==> src/rtl/operand_loader_master.sv <==
// Operand loader: accepts an (A, B) pair on a valid/ready handshake and writes A to word 0, then B to word 1, over Avalon-MM.
// Optional waitrequest timeout is enabled by defining AVM_TIMEOUT_EN.
module operand_loader_master #(
  parameter int N         = 32,
  parameter int TO_CYCLES = 16
) (
  input  logic         csi_clk,
  input  logic         rsi_srst,
  input  logic         coe_valid,
  output logic         coe_ready,
  input  logic [N-1:0] coe_A,
  input  logic [N-1:0] coe_B,
  output logic         coe_done,
  output logic         coe_err,
  output logic [7:0]   avm_m0_address,
  output logic         avm_m0_write,
  output logic [N-1:0] avm_m0_writedata,
  input  logic         avm_m0_waitrequest
);

  typedef enum logic [1:0] {IDLE, WR_A, WR_B} state_t;

  state_t         state, state_nxt;
  logic [N-1:0]   b_q;
  logic           ready_nxt, write_nxt, done_nxt;
  logic [7:0]     addr_nxt;
  logic [N-1:0]   data_nxt;
  logic           handshake, accept, timeout;

  assign handshake = coe_valid & coe_ready;
  assign accept    = avm_m0_write & ~avm_m0_waitrequest;

`ifdef AVM_TIMEOUT_EN
  localparam int CW = $clog2(TO_CYCLES + 1);
  localparam logic [CW-1:0] TO_LAST = CW'(TO_CYCLES - 1);

  logic [CW-1:0] to_cnt;

  // The stall that would bring the count to TO_CYCLES is the one that aborts.
  assign timeout = avm_m0_write & avm_m0_waitrequest & (to_cnt == TO_LAST);

  always_ff @(posedge csi_clk) begin
    if (rsi_srst) begin
      to_cnt  <= '0;
      coe_err <= 1'b0;
    end else begin
      to_cnt <= (avm_m0_write & avm_m0_waitrequest & ~timeout) ? to_cnt + 1'b1 : '0;
      if (timeout) coe_err <= 1'b1;
    end
  end
`else
  assign timeout = 1'b0;
  assign coe_err = 1'b0;
`endif

  // State register plus the registered outputs, which are loaded from their next values.
  always_ff @(posedge csi_clk) begin
    if (rsi_srst) begin
      state            <= IDLE;
      b_q              <= '0;
      coe_ready        <= 1'b0;
      coe_done         <= 1'b0;
      avm_m0_write     <= 1'b0;
      avm_m0_address   <= '0;
      avm_m0_writedata <= '0;
    end else begin
      // NOTE: non-blocking assignments so every register samples pre-edge values.
      state            <= state_nxt;
      coe_ready        <= ready_nxt;
      coe_done         <= done_nxt;
      avm_m0_write     <= write_nxt;
      avm_m0_address   <= addr_nxt;
      avm_m0_writedata <= data_nxt;
      if (handshake) b_q <= coe_B;
    end
  end

  always_comb begin
    // NOTE: default first so no path leaves state_nxt unassigned (no latch).
    state_nxt = state;
    unique case (state)
      IDLE: if (handshake)          state_nxt = WR_A;
      WR_A: if (timeout)            state_nxt = IDLE;
            else if (accept)        state_nxt = WR_B;
      WR_B: if (timeout || accept)  state_nxt = IDLE;
      default:                      state_nxt = IDLE;
    endcase
  end

  // A goes straight into the writedata register at the handshake, so it needs no
  // separate capture register; only B is held for the second write.
  always_comb begin
    write_nxt = (state_nxt != IDLE);
    ready_nxt = (state_nxt == IDLE);
    done_nxt  = (state == WR_B) && accept;
    addr_nxt  = avm_m0_address;
    data_nxt  = avm_m0_writedata;
    if (state == IDLE && handshake) begin
      addr_nxt = 8'd0;
      data_nxt = coe_A;
    end else if (state == WR_A && accept) begin
      addr_nxt = 8'd1;
      data_nxt = b_q;
    end
  end

endmodule

==> config.mk <==
export PLATFORM = sky130hd
export DESIGN_NAME = operand_loader_master
export DESIGN_NICKNAME = d
export VERILOG_FILES = /design/src/rtl/operand_loader_master.sv
export SDC_FILE = /design/constraint.sdc
export NUM_CORES = 1
export LEC_CHECK = 0
export CAP_MARGIN = 20
export CORE_ASPECT_RATIO = 0.7
export CORE_UTILIZATION = 34
export DETAILED_ROUTE_END_ITERATION = 8
export DONT_BUFFER_PORTS = 1
export GPL_TIMING_DRIVEN = 1
export SLEW_MARGIN = 20
export SYNTH_ARGS = -nofsm -noshare
export SYNTH_HDL_FRONTEND = slang
export SYNTH_SLANG_ARGS = --single-unit
==> constraint.sdc <==
create_clock -name csi_clk -period 2.4 [get_ports csi_clk]
set_input_delay 0.48 -clock csi_clk [delete_from_list [all_inputs] [get_ports csi_clk]]
set_output_delay 0.48 -clock csi_clk [all_outputs]
set_load 0.1 [all_outputs]
==> flow_summary.rst <==
.. list-table::
   :header-rows: 1

   * - Metric
     - Value
   * - Area overhead of the layout relative to synthesis
     - 19.2%
   * - Outcome
     - complete, but fails checks
   * - Die outline height
     - 79.2 um
   * - Met3 GRT Util
     - 0.0809
   * - Slowest-stage cell, CP
     - sky130_fd_sc_hd__nand4bb_2
   * - Part of the total power dissipated in combinational logic
     - 0.160
   * - Aggregate global routing overflow
     - 0
   * - CTS H-Tree Depth
     - 3
   * - Capturing element type of the critical path
     - flip-flop
   * - Type of origin of the critical path
     - flip-flop
   * - Standby leakage power
     - 0.00121 uW
   * - Average routed wire per standard cell
     - 16.6 um
   * - Number of max-capacitance violations reported
     - 0
   * - Cts hold-fix bufs
     - 0
   * - Number of cell instances on the worst register-to-register path
     - 3
   * - Failing checks
     - design-rule violations
   * - Switching part of the total
     - 0.286
   * - Drt first pass iters
     - 6
   * - Cell family contributing the most delay on the critical path
     - simple AND/OR/NAND/NOR gates
   * - Worst Hold Path Cells
     - 1
   * - Final number of setup-violating endpoints
     - 0
   * - Required time reported for the critical path endpoint
     - 2.61 ns
   * - Number of placed I/O pins
     - 112
   * - Worst min-delay path class
     - input pin to flip-flop
   * - Met2 global-route usage
     - 0.276
   * - Worst setup slack for register-to-register paths
     - 0.51 ns
   * - Half-perimeter wire length of the detailed placement result
     - 4700 um
   * - Power dissipated by switching net loads
     - 904 uW
   * - Clock Root Buffer
     - sky130_fd_sc_hd__clkbuf_16
   * - Synthesis-stage register bit count
     - 70
   * - Sequential element share of the synthesized area
     - 0.484
   * - Standard-cell row count
     - 27
   * - Share of post-route cells with drive strength above 1
     - 0.255
   * - Number of clock sinks seen by CTS
     - 70
   * - Maximum number of pins on one net before global-route repair
     - 71
   * - Count of final hold-check violations
     - 0
   * - CP max stage delay
     - 0.94 ns
   * - # diodes
     - 0
   * - Top FF cell, synth
     - sky130_fd_sc_hd__dfxtp_1
   * - DRC
     - 8
   * - Layout net count
     - 408
   * - CP Cell Sequence
     - nand4bb_2, nand3_1, a21oi_1
   * - Hold Crit Start
     - rsi_srst
   * - TritonCTS clock tree
     - done
   * - Unrepaired setup endpoints after global routing
     - false
   * - Synth Cell Area
     - 2900 um^2
   * - Mean post-synth cell area
     - 9.02 um^2
   * - Reg2reg end
     - avm_m0_writedata[28]$_SDFFE_PP0P_
   * - Number of antenna violations at the first check in global routing
     - 0
   * - Max Fclk
     - 528 MHz
   * - Width of the die
     - 112 um
   * - Mapped Cells
     - 321
   * - Met1 capacity usage during global routing
     - 0.211
   * - Number of buffers added on ports
     - 0
   * - Total of fill cells in the finished design
     - 823
   * - Clock slew seen by the registers of the worst setup and hold paths
     - 0.05 ns
   * - Routed wire length
     - 7410 um
   * - Clock Power Share
     - 0.444
   * - Initial drt markers
     - 143
   * - Number of synthesized flops with an enable pin
     - 0
   * - Area of the multi-input gates
     - 1280 um^2
   * - Slew HR
     - 0.307
   * - Sum Neg Setup Slack
     - 0 ns
   * - Ratio of final minimum period to clock period
     - 0.789
   * - Startpoint of the worst register-to-register path
     - state[1]$_SDFF_PP0_
   * - Setup Skew
     - 0.00485 ns
   * - Initial core utilization
     - 0.359
   * - Clock latency on the worst-skew pair
     - 0.32 ns
   * - Power density over the cells
     - 917 nW/um^2
   * - WHS Endpoint
     - avm_m0_writedata[6]$_SDFFE_PP0P_
   * - Critical path buffers and inverters
     - 0
   * - Total setup buffers inserted after CTS
     - 0
   * - Yosys warnings
     - 0
   * - Global Route Usage Sum
     - 0.175
   * - Transition time at the pin with the least slew margin
     - 1.04 ns
   * - Total Die Area
     - 8900 um^2
   * - First-pass GRT wire length
     - 12000 um
   * - Data arrival time of the critical path
     - 2.10 ns
   * - Largest voltage drop on the vdd net
     - 505 uV
   * - Number of global-route vias before repair
     - 2354
   * - ANT nets after route
     - 0
   * - Min Clock Period, post-route
     - 1.89 ns
   * - Max-slew violation count
     - 0
   * - Vias per inst
     - 5.29
   * - Longest Clk Path Bufs
     - 2
   * - Int Pwr
     - 2260 uW
   * - Peak-usage layer in the global routing report
     - met2
   * - Async SR Flop Fraction
     - 0
   * - Area taken by flip-flops and latches
     - 1400 um^2
   * - Sequential share of power
     - 0.396
   * - Maximum fanout along the worst path
     - 33
   * - Tot Pwr
     - 3170 uW
   * - Vias
     - 2359
   * - Post-CTS Resized
     - 0
   * - Synth unique cells
     - 22
   * - Start-to-end type of the worst setup path
     - flip-flop to flip-flop
   * - RePlAce Congestion
     - 0.750
   * - Cts bufs inserted
     - 9
   * - Area of the core
     - 8070 um^2
==> layout by cell type, fill, tap and decap left out, types with 2 or more instances in the layout <==
master and count:
sky130_fd_sc_hd__a21oi_1 66, sky130_fd_sc_hd__a22oi_1 3, sky130_fd_sc_hd__a22oi_2 29, sky130_fd_sc_hd__and4bb_2 2, sky130_fd_sc_hd__buf_12 2, sky130_fd_sc_hd__buf_4 38
sky130_fd_sc_hd__bufinv_16 2, sky130_fd_sc_hd__clkbuf_1 2, sky130_fd_sc_hd__clkbuf_16 9, sky130_fd_sc_hd__clkinv_2 2, sky130_fd_sc_hd__conb_1 8, sky130_fd_sc_hd__dfxtp_1 70
sky130_fd_sc_hd__nand2_1 65, sky130_fd_sc_hd__nand2b_1 3, sky130_fd_sc_hd__nand3_1 32, sky130_fd_sc_hd__nand4bb_2 2, sky130_fd_sc_hd__nor2_1 2, sky130_fd_sc_hd__nor2b_1 2
==> worst register-to-register path, delay by kind of cell, from the launching register on <==
family           cells  cell delay [ns]
AND/OR/NAND/NOR      2             1.32
flip-flops           1             0.36
AO/OA/AOI/OAI        1             0.10
==> routing by layer <==
layer	part of all wire	routed length (um)	vias up
li1	-	-	1140
met1	0.43	3200	1121
met2	0.46	3390	93
met3	0.10	777	5
met4	0.0059	44	0
met5	0	0	-
==> sequential cells by signal (all words and copies together), names as in the netlist <==
register / count
b_q: 32
avm_m0_writedata: 32
avm_m0_address: 1
coe_ready: 1
avm_m0_write: 1
state: 2
coe_done: 1
==> kinds of logic (layout without fill, tap and decap cells) <==
| group | Yosys count | count (layout) | share of synthesized area |
|---|---|---|---|
| AND/OR/NAND/NOR | 111 | 111 | 0.177 |
| AO/OA/AOI/OAI | 100 | 100 | 0.252 |
| flip-flops | 70 | 70 | 0.484 |
| buffers and inverters | 39 | 56 | 0.0860 |
| other | 1 | 8 | 0.00129 |
==> per-stage QoR <==
stage / instances / worst slack [ns] / hold slack [ns] / cell area (um^2) / utilization
2_1_floorplan: 328 / 0.594 / 0.437 / 2920 / -
3_3_place_gp: 430 / 0.460 / 0.438 / 3140 / 0.388
5_1_grt: 446 / 0.364 / 0.200 / 3450 / 0.428
4_1_cts: 446 / 0.498 / 0.204 / 3450 / 0.428
6_report: 446 / 0.506 / 0.219 / 3450 / 0.428
3_5_place_dp: 430 / 0.393 / 0.451 / 3140 / 0.388
==> synth_stat cells (3+ instances only) <==
| library cell | number | area [um^2] |
|---|---|---|
| sky130_fd_sc_hd__a22oi_1 | 3 | 22.5 |
| sky130_fd_sc_hd__clkbuf_1 | 7 | 26.3 |
| sky130_fd_sc_hd__dfxtp_1 | 70 | 1400 |
| sky130_fd_sc_hd__buf_2 | 13 | 65.1 |
| sky130_fd_sc_hd__buf_6 | 7 | 78.8 |
| sky130_fd_sc_hd__a22oi_2 | 29 | 363 |
| sky130_fd_sc_hd__a21oi_1 | 66 | 330 |
| sky130_fd_sc_hd__nand2b_1 | 3 | 18.8 |
| sky130_fd_sc_hd__buf_1 | 3 | 11.3 |
| sky130_fd_sc_hd__nand2_1 | 65 | 244 |
| sky130_fd_sc_hd__nand3_1 | 32 | 160 |
| sky130_fd_sc_hd__buf_4 | 9 | 67.6 |
==> worst max path at each step <==
stage,start,endpoint,slack (ns),cells past startpoint
after floorplan,avm_m0_write$_SDFF_PP0_,avm_m0_writedata[0]$_SDFFE_PP0P_,0.59,5
after detailed placement,avm_m0_waitrequest,avm_m0_writedata[20]$_SDFFE_PP0P_,0.39,3
after global routing,state[0]$_SDFF_PP0_,avm_m0_writedata[21]$_SDFFE_PP0P_,0.36,3
after global placement,avm_m0_waitrequest,avm_m0_writedata[0]$_SDFFE_PP0P_,0.46,3
final,state[1]$_SDFF_PP0_,avm_m0_writedata[28]$_SDFFE_PP0P_,0.51,3
after CTS,state[0]$_SDFF_PP0_,avm_m0_writedata[20]$_SDFFE_PP0P_,0.50,3
==> power groups by stage <==
stage          combinational (uW)  sequential, uW  clock (uW)
5_1_grt                       533            1260        1500
3_5_place_dp                  509            1280           0
4_1_cts                       509            1250        1440
2_1_floorplan                 227            1500           0
6_report                      505            1250        1410
3_3_place_gp                  503            1280           0
==> area by class of cell <==
class | instances | share of cell area
clock buffers | 12 | 0.0714
clock inverters | 4 | 0.0203
multi-input cells | 219 | 0.372
flip-flops and latches | 70 | 0.406
well taps | 101 | 0.0366
repair buffers | 40 | 0.0942
Note: power is estimated with default switching activity, not from simulation.
